`config.mk`:
```
export PLATFORM = sky130hd
export DESIGN_NAME = vga_frame_reader
export DESIGN_NICKNAME = d
export VERILOG_FILES = /design/src/rtl/vga_frame_reader.sv
export SDC_FILE = /design/constraint.sdc
export NUM_CORES = 1
export LEC_CHECK = 0
export ABC_AREA = 1
export CORE_ASPECT_RATIO = 1.75
export CORE_MARGIN = 3
export CORE_UTILIZATION = 60
export CTS_BUF_LIST = sky130_fd_sc_hd__clkbuf_16
export DETAILED_ROUTE_END_ITERATION = 16
export PLACE_DENSITY = 0.93
export SYNTH_ARGS = -nofsm -noshare
export SYNTH_HDL_FRONTEND = slang
export SYNTH_SLANG_ARGS = --single-unit
```
`constraint.sdc`:
```
create_clock -name clk -period 4.8 [get_ports clk]
set_input_delay 0.96 -clock clk [delete_from_list [all_inputs] [get_ports clk]]
set_output_delay 0.96 -clock clk [all_outputs]
set_load 0.05 [all_outputs]
```
`src/rtl/vga_frame_reader.sv`:
```
// 640x480@60 VGA timing generator that fetches the scaled image from the frame buffer
// and centres it on screen. Zoom and image validity are latched only at frame boundaries.
module vga_frame_reader #(
    parameter int unsigned H_ACTIVE   = 640,
    parameter int unsigned H_FP       = 16,
    parameter int unsigned H_SYNC     = 96,
    parameter int unsigned H_BP       = 48,
    parameter int unsigned V_ACTIVE   = 480,
    parameter int unsigned V_FP       = 10,
    parameter int unsigned V_SYNC     = 2,
    parameter int unsigned V_BP       = 33,
    parameter int unsigned RD_LATENCY = 1,
    parameter logic [7:0]  BG_COLOR   = 8'h00,
    parameter int unsigned BASE_W     = 160,
    parameter int unsigned BASE_H     = 120
) (
    input  logic        clk,
    input  logic        reset,
    input  logic [2:0]  zoom_level,
    input  logic        img_done,
    input  logic [7:0]  fb_rd_data,
    output logic [18:0] fb_rd_addr,
    output logic        fb_rd_en,
    output logic [7:0]  vga_r,
    output logic [7:0]  vga_g,
    output logic [7:0]  vga_b,
    output logic        vga_hs,
    output logic        vga_vs,
    output logic        vga_blank_n,
    output logic        frame_start
);

    localparam int unsigned H_TOTAL = H_ACTIVE + H_FP + H_SYNC + H_BP;
    localparam int unsigned V_TOTAL = V_ACTIVE + V_FP + V_SYNC + V_BP;

    localparam logic [9:0] H_LAST   = 10'(H_TOTAL - 1);
    localparam logic [9:0] V_LAST   = 10'(V_TOTAL - 1);
    localparam logic [9:0] H_ACT    = 10'(H_ACTIVE);
    localparam logic [9:0] V_ACT    = 10'(V_ACTIVE);
    localparam logic [9:0] HS_START = 10'(H_ACTIVE + H_FP);
    localparam logic [9:0] HS_END   = 10'(H_ACTIVE + H_FP + H_SYNC);
    localparam logic [9:0] VS_START = 10'(V_ACTIVE + V_FP);
    localparam logic [9:0] VS_END   = 10'(V_ACTIVE + V_FP + V_SYNC);

    localparam logic [9:0] W_S = 10'(BASE_W);
    localparam logic [9:0] H_S = 10'(BASE_H);
    localparam logic [9:0] W_M = 10'(2 * BASE_W);
    localparam logic [9:0] H_M = 10'(2 * BASE_H);
    localparam logic [9:0] W_L = 10'(4 * BASE_W);
    localparam logic [9:0] H_L = 10'(4 * BASE_H);
    localparam logic [9:0] X_S = 10'((H_ACTIVE - BASE_W) / 2);
    localparam logic [9:0] Y_S = 10'((V_ACTIVE - BASE_H) / 2);
    localparam logic [9:0] X_M = 10'((H_ACTIVE - 2 * BASE_W) / 2);
    localparam logic [9:0] Y_M = 10'((V_ACTIVE - 2 * BASE_H) / 2);
    localparam logic [9:0] X_L = 10'((H_ACTIVE - 4 * BASE_W) / 2);
    localparam logic [9:0] Y_L = 10'((V_ACTIVE - 4 * BASE_H) / 2);

    typedef enum logic [1:0] {
        ZOOM_160 = 2'd0,
        ZOOM_320 = 2'd1,
        ZOOM_640 = 2'd2
    } zoom_t;

    typedef struct packed {
        logic hs;
        logic vs;
        logic act;
        logic win;
    } flags_t;

    // Sync stages idle high so no false sync pulse leaves the pipe after reset.
    localparam flags_t FLAGS_IDLE = '{hs: 1'b1, vs: 1'b1, act: 1'b0, win: 1'b0};

    function automatic zoom_t decode_zoom(input logic [2:0] z);
        case (z)
            3'd3:    return ZOOM_320;
            3'd4:    return ZOOM_640;
            default: return ZOOM_160;
        endcase
    endfunction

    function automatic logic window_hit(input logic [9:0] h, input logic [9:0] v, input zoom_t z);
        logic [9:0] x0, y0, w, ht;
        case (z)
            ZOOM_320: begin x0 = X_M; y0 = Y_M; w = W_M; ht = H_M; end
            ZOOM_640: begin x0 = X_L; y0 = Y_L; w = W_L; ht = H_L; end
            default:  begin x0 = X_S; y0 = Y_S; w = W_S; ht = H_S; end
        endcase
        return (h >= x0) && (h < x0 + w) && (v >= y0) && (v < y0 + ht);
    endfunction

    logic [9:0]  h_cnt, v_cnt, h_nxt, v_nxt;
    logic        h_wrap, v_wrap, frame_wrap;
    zoom_t       zoom_active, zoom_nxt;
    logic        img_pending, img_show, pending_nxt, show_nxt;
    logic [2:0]  zoom_prev;
    logic        in_win, en_nxt;
    logic [18:0] addr_nxt;
    flags_t      cur_flags;
    flags_t      pipe [RD_LATENCY];
    logic [7:0]  pix;

    always_comb begin
        h_wrap      = (h_cnt == H_LAST);
        v_wrap      = (v_cnt == V_LAST);
        frame_wrap  = h_wrap && v_wrap;
        h_nxt       = h_wrap ? '0 : h_cnt + 10'd1;
        v_nxt       = v_cnt;
        if (h_wrap) begin
            v_nxt = v_wrap ? '0 : v_cnt + 10'd1;
        end
        zoom_nxt    = frame_wrap ? decode_zoom(zoom_level) : zoom_active;
        show_nxt    = frame_wrap ? img_pending : img_show;
        in_win      = window_hit(h_cnt, v_cnt, zoom_active);

        // The address register tracks the current counters, so the strobe is
        // pre-computed from the next counter position to stay aligned with it.
        addr_nxt = fb_rd_addr;
        if (frame_wrap) begin
            addr_nxt = '0;
        end else if (in_win) begin
            addr_nxt = fb_rd_addr + 19'd1;
        end
        en_nxt = window_hit(h_nxt, v_nxt, zoom_nxt) && show_nxt;

        pending_nxt = img_pending;
        if (zoom_level != zoom_prev) begin
            pending_nxt = 1'b0;
        end else if (img_done) begin
            pending_nxt = 1'b1;
        end

        cur_flags.hs  = !((h_cnt >= HS_START) && (h_cnt < HS_END));
        cur_flags.vs  = !((v_cnt >= VS_START) && (v_cnt < VS_END));
        cur_flags.act = (h_cnt < H_ACT) && (v_cnt < V_ACT);
        cur_flags.win = in_win && img_show;

        pix = '0;
        if (pipe[RD_LATENCY-1].win) begin
            pix = fb_rd_data;
        end else if (pipe[RD_LATENCY-1].act) begin
            pix = BG_COLOR;
        end

        frame_start = (h_cnt == '0) && (v_cnt == '0) && !reset;
    end

    always_ff @(posedge clk or posedge reset) begin
        if (reset) begin
            h_cnt       <= '0;
            v_cnt       <= '0;
            fb_rd_addr  <= '0;
            fb_rd_en    <= 1'b0;
            zoom_active <= ZOOM_160;
            img_pending <= 1'b0;
            img_show    <= 1'b0;
            zoom_prev   <= '0;
        end else begin
            h_cnt       <= h_nxt;
            v_cnt       <= v_nxt;
            fb_rd_addr  <= addr_nxt;
            fb_rd_en    <= en_nxt;
            zoom_active <= zoom_nxt;
            img_pending <= pending_nxt;
            img_show    <= show_nxt;
            zoom_prev   <= zoom_level;
        end
    end

    always_ff @(posedge clk or posedge reset) begin
        if (reset) begin
            for (int unsigned i = 0; i < RD_LATENCY; i++) begin
                pipe[i] <= FLAGS_IDLE;
            end
            vga_hs      <= 1'b1;
            vga_vs      <= 1'b1;
            vga_blank_n <= 1'b0;
            vga_r       <= '0;
            vga_g       <= '0;
            vga_b       <= '0;
        end else begin
            pipe[0] <= cur_flags;
            for (int unsigned i = 1; i < RD_LATENCY; i++) begin
                pipe[i] <= pipe[i-1];
            end
            vga_hs      <= pipe[RD_LATENCY-1].hs;
            vga_vs      <= pipe[RD_LATENCY-1].vs;
            vga_blank_n <= pipe[RD_LATENCY-1].act;
            vga_r       <= pix;
            vga_g       <= pix;
            vga_b       <= pix;
        end
    end

endmodule

```
==> out/results.ini, run 1 <==
[route]
ant_nets=0
dr.pass1.iters=5
via_per_inst=5.67
drc=0
wl_um=11200
wl_per_cell_um=15.5
dr.first_iter.drc_count=311
routed-via-count=4124

[worst_setup_path]
crit_family=buffers and inverters
r2r_slack_ns=1.72
rr_startpoint=h_cnt[0]
end_kind=output pin
slowest_stage=clkdlybuf4s50_1
timing.critical_path.cells=clkdlybuf4s50_1, nor3_1, nand2_1, nor4_1, clkdlybuf4s50_1
path_class=input port to output pin
rr_worst_depth=21
r2r-end=fb_rd_en
worst-path-max-fanout=2
max_stage_delay_ns=0.87
arrival_ns=2.95
start_kind=input port
required_ns=3.84
crit_buf_inv=2
critPathMostFrequentCell=clkdlybuf4s50_1

[global_routing]
gr-total-overflow=0
grt_pass1_vias=4314
grt_pass1_wl_um=19200
antenna_found_initial=0
grt_max_degree=33
grtUsageTotal_pct=28.4

[clock_network]
numCtsBuffers=9
clk_pin_slew_ns=0.05
cts.sinks=62
cts_hold_buf=0
clockBufferDepth=2
postCtsSetupBuffers=0
cts_tree=yes
cts_root_buffer=clkbuf_16
worstSkewPairLatency_ns=0.34
cts_max_level=3
cts-resized-gates=0

[synth]
yosys-top-cells-area=dfrtp_1, ha_1, nand2_1
avgSynthCellArea_um2=7.60
yosysMostFrequentCell=nand2_1
synth_top_area_cell=dfrtp_1
synthFlopType=dfrtp_1
synthCells=587
synth_edf_count=0
seq_area_frac_synth_pct=34.9
async_flop_share_pct=100
synthDistinctLibCells=38
synth_top_area_share_pct=32.5
syn_area_mm2=0.00446
ys_seq_elements=62
yosys-top-cells-count=nand2_1, inv_1, nor2_1
yosys_warnings=0
syn_nets=651

[sta]
finalHoldViolations=0
fin_worst_skew_ns=0.00502
maxSlewHeadroom_pct=59.3
finalMaxSlewViolations=0
max_freq_mhz=256
rsz0062_at_grt=no
whs_ns=0.345
fin_crit_ns=3.91
finalCritPeriodShare_pct=81.4
setup_viol=0
finalSetupTns_ns=0
worst_slew_pin_slew_ns=0.610

[layout]
antenna_cells=0
final_nets=700
fin_area_mm2=0.00530
area_growth_pct=18.9
drive_gt1_share_pct=6.55

[floorplanning]
floorplan.initialDensity_pct=61.7
design.die.area_mm2=0.00854
rows=41
dieHeight_um=120
ioPinCount=62
die_w_um=71.2
core_area_mm2=0.00723

[worst_hold_path]
holdCritPathClass=register to register
hold_start=pipe[1]
hold_end=vga_blank_n
holdPathStages=0

[placement]
hpwl_um=8650
io_buffers=61
gp_congestion=0.958
place_area_mm2=0.00502

[flow_run]
maxCapViolCount=0

[power_and_ir_drop]
power_density_mw_per_mm2=279
peakVddDrop_uv=185
p_leak_uw=0.00271
total_power_uw=1480

[status]
status=finished clean

## registers in the layout, indices dropped and copies added (netlist names)
register / cells
vga_b: 8
zoom_active: 2
vga_hs: 1
fb_rd_en: 1
vga_vs: 1
zoom_prev: 3
v_cnt: 10
pipe: 4
fb_rd_addr: 19
vga_blank_n: 1
h_cnt: 10
img_show: 1
img_pending: 1
## worst max-delay path by stage
stage                from  depth (start not counted)     endpoint  slack [ns]
floorplan           reset                          3  frame_start        1.20
global placement    reset                          5  frame_start        0.86
detailed placement  reset                          5  frame_start        0.88
CTS                 reset                          5  frame_start        0.86
global route        reset                          5  frame_start        0.77
finish              reset                          5  frame_start        0.89
## cell families (layout without fill, tap and decap cells)
logic type                 count (synthesis)  in the layout  synth area share, %
and+or+nand+nor                          297            297                 30.1
xor gates and xnor gates                  21             21                 4.29
buffers and inverters                    107            161                 10.7
DFF                                       62             62                 34.9
adders and majority gates                 50             50                 14.0
AOI/OAI and AO/OA                         50             50                 6.03
## placed cells by master, fill, tap and decap left out, types with 4 or more instances in the layout
master and count:
nor4_1 7, xor2_1 16, inv_1 75, dfstp_2 4
nand2_1 135, ha_1 50, nand4_1 12, nor3_1 9
a21oi_1 25, dfrtp_1 58, clkbuf_16 9, nor2_2 5
nand3_1 48, o21ai_0 15, nor2_1 68, clkdlybuf4s50_1 61
xnor2_1 4, inv_2 8
## layout make-up
cell class              count  area (um2)
multi-input cells         418        2430
fillers                   574        1930
flip-flops and latches     62        1560
repair buffers             62         618
inverters                  83         312
clock buffers               9         225
well taps                  86         108
clock inverters             7        56.3
## stage by stage
stage	utilization, %	instances	setup slack [ns]
6_report	73.3	727	0.892
5_1_grt	73.3	727	0.775
4_1_cts	73.3	727	0.860
3_5_place_dp	69.4	711	0.882
3_3_place_gp	69.4	711	0.861
2_1_floorplan	-	587	1.20
## layer usage
layer | up-vias | global-route usage (%) | wire length, um
li1 | 1980 | - | -
met1 | 1939 | 28.2 | 3860
met2 | 152 | 51.5 | 6220
met3 | 53 | 5.36 | 422
met4 | 0 | 19.3 | 736
met5 | - | 0 | 0
## power by group
part | internal (uW) | switching (uW)
Combinational | 95.3 | 174
Sequential | 547 | 44.2
Clock | 393 | 227
Total | 1040 | 446
Note: power is estimated with default switching activity, not from simulation.
==> inputs of run 2 (changes only) <==
--- a/config.mk
+++ b/config.mk
@@ -8,10 +8,10 @@
 export ABC_AREA = 1
 export CORE_ASPECT_RATIO = 1.75
 export CORE_MARGIN = 3
-export CORE_UTILIZATION = 60
+export CORE_UTILIZATION = 50
 export CTS_BUF_LIST = sky130_fd_sc_hd__clkbuf_16
 export DETAILED_ROUTE_END_ITERATION = 16
-export PLACE_DENSITY = 0.93
+export PLACE_DENSITY = 0.84
 export SYNTH_ARGS = -nofsm -noshare
 export SYNTH_HDL_FRONTEND = slang
 export SYNTH_SLANG_ARGS = --single-unit
==> constraint.sdc (replaced) <==
create_clock -name clk -period 3.1 [get_ports clk]
set_input_delay 0.62 -clock clk [delete_from_list [all_inputs] [get_ports clk]]
set_output_delay 0.62 -clock clk [all_outputs]
set_load 0.05 [all_outputs]
==> run 2 against run 1 <==
Net effect:
- combinational power grew 58%
- global-route usage shrank 5.2 points
- final area grew 2.5%
- core utilization shrank 11 points
- sequential power grew 54%
- total power grew 48%
- first-iteration DRC count shrank 21%
- critical endpoint is now fb_rd_en
- largest power group is now registers
- highest routed layer unchanged
==> out/results.ini, run 2 (same netlist as run 1, synthesis figures left out) <==
[layout]
multi_input_area_mm2=0.00244
layout_common_cells=nand2_1, inv_1, nor2_1, clkdlybuf4s50_1, dfrtp_1
layout_commonest_cell=nand2_1
seqCellArea_mm2=0.00156
largest_reg_flops=19
fin_area_mm2=0.00543
drive_gt1_share_pct=8.44
top_register=fb_rd_addr
area_growth_pct=21.8
final_nets=711
reg_top3=fb_rd_addr: 19 flops, h_cnt: 10 flops, v_cnt: 10 flops
nFillCells=779
antenna_cells=0

[worst_setup_path]
max_stage_delay_ns=0.42
r2r-end=fb_rd_en
arrival_ns=3.11
r2r_slack_ns=0.25
crit_buf_inv=3
slowest_stage=dfrtp_1
required_ns=3.36
start_kind=register
path_class=register to register
rr_worst_depth=20
worst-path-max-fanout=5
critPathMostFrequentCell=nor2_1
timing.critical_path.cells=ha_1, nand3_2, inv_2, nand3_4, nor2_4, nor2_1, nor2_2, inv_1, ha_1, inv_1, ha_1, a21oi_1, o21ai_1, nand3_1, nor2_1, nor2_1, nand2_1, nor2_1, nand2_1, nor2_1
rr_startpoint=h_cnt[0]
crit_family=simple AND/OR/NAND/NOR gates
end_kind=register

[power_and_ir_drop]
p_leak_uw=0.00277
sequentialPowerShare_pct=41.6
power_density_mw_per_mm2=404
power_frac_clock_pct=39.0
p_int_uw=1520
pwr-share-comb_pct=19.5
peakVddDrop_uv=285
total_power_uw=2190
swShare_pct=30.6
p_sw_uw=671

[sta]
worst_slew_pin_slew_ns=0.526
finalCritPeriodShare_pct=91.8
setup_viol=0
finalHoldViolations=0
finalSetupTns_ns=0
maxSlewHeadroom_pct=64.8
max_freq_mhz=351
fin_worst_skew_ns=0.00600
setup_ws_ns=0.253
fin_crit_ns=2.85
finalMaxSlewViolations=0

[clock_network]
worstSkewPairLatency_ns=0.33
cts_tree=yes
numCtsBuffers=9
cts.sinks=62
clk_pin_slew_ns=0.05
cts_max_level=3
cts_root_buffer=clkbuf_16
clockBufferDepth=2

[flow_run]
maxCapViolCount=0

[global_routing]
gr-total-overflow=0
grt_max_degree=49
grt_pass1_vias=3965
grtUsageTotal_pct=23.3
antenna_found_initial=0
grt_pass1_wl_um=18300

[route]
dr.pass1.iters=5
wl_per_cell_um=14.8
routed-via-count=4144
ant_nets=0
via_per_inst=5.39
wl_um=11400
drc=0
dr.first_iter.drc_count=245

[worst_hold_path]
hold_end=vga_blank_n
holdPathStages=0
hold_start=pipe[1]
holdCritPathClass=register to register

[placement]
hpwl_um=8960
dp_worst_setup_slack_ns=-0.00194
gp_congestion=0.965
io_buffers=61
place_area_mm2=0.00516

[floorplanning]
core_area_mm2=0.00867
rows=45
design.die.area_mm2=0.0101
floorplan.initialDensity_pct=51.4
ioPinCount=62
dieHeight_um=131
die_w_um=77.4

[status]
status=finished clean

run 2: cell count changes in the layout (fill, tap and decap cells not counted), sizes merged:
cell,previous run,this run
buf,1,13
clkdlybuf4s50,61,60
clkinv,6,4
inv,83,86
bufinv,1,0
run 2: worst max-delay path by stage:
stage,from,end,slack (ns),cells past startpoint
CTS,h_cnt[0],fb_rd_en,0.12,20
finish,h_cnt[0],fb_rd_en,0.25,20
global placement,zoom_level[2],fb_rd_en,0.1,18
floorplan,h_cnt[0],frame_start,0.14,6
detailed placement,zoom_level[1],fb_rd_en,-0.002,17
global route,h_cnt[0],fb_rd_en,-0.03,21
run 2: metrics by stage:
stage / utilization [%] / hold slack [ns] / instances
finish: 62.6 / 0.348 / 769
CTS: 62.5 / 0.350 / 769
global placement: 59.6 / 0.335 / 753
floorplan: - / 0.331 / 587
global route: 62.6 / 0.350 / 769
detailed placement: 59.6 / 0.339 / 753
run 2: power groups by stage:
stage | Combinational, uW | Sequential [uW] | Clock (uW)
floorplan | 178 | 1020 | 0
global route | 463 | 916 | 906
global placement | 418 | 920 | 0
finish | 427 | 911 | 854
detailed placement | 425 | 923 | 0
CTS | 430 | 910 | 870
run 2: area by class of cell:
| cell class | count | area share (%) |
|---|---|---|
| clock buffer | 9 | 4.15 |
| clock inverter | 7 | 0.530 |
| sequential | 62 | 28.7 |
| timing repair buffer | 73 | 13.3 |
| multi-input combinational | 418 | 44.9 |
| tap | 117 | 2.70 |
| inverter | 83 | 5.74 |
run 2: what timing repair did:
item / CTS / global route
endpoints found under the hold margin: 0 / 0
setup buffers: 0 / 0
resized for setup: 0 / 5
hold buffers: 0 / 0
endpoints found under the setup margin: 0 / 1
run 2: worst reg2reg max path, stage by stage (launching register included):
cell	delay (ns)
dfrtp_1	0.42
ha_1	0.23
nand3_2	0.14
inv_2	0.11
nand3_4	0.11
nor2_4	0.16
nor2_1	0.06
nor2_2	0.16
inv_1	0.09
ha_1	0.20
inv_1	0.08
ha_1	0.22
a21oi_1	0.16
o21ai_1	0.10
nand3_1	0.08
nor2_1	0.04
nor2_1	0.11
nand2_1	0.06
nor2_1	0.11
nand2_1	0.05
nor2_1	0.08
run 2: per-layer routing:
metal  up-vias  wire length, um  share of wire, %  global-route usage (%)
li1       2006                -                 -                       -
met4         0              728               6.4                    17.2
met2       161             6300                55                    44.5
met5         -                0                 0                       0
met1      1922             3820                34                    21.9
met3        55              548               4.8                    3.98
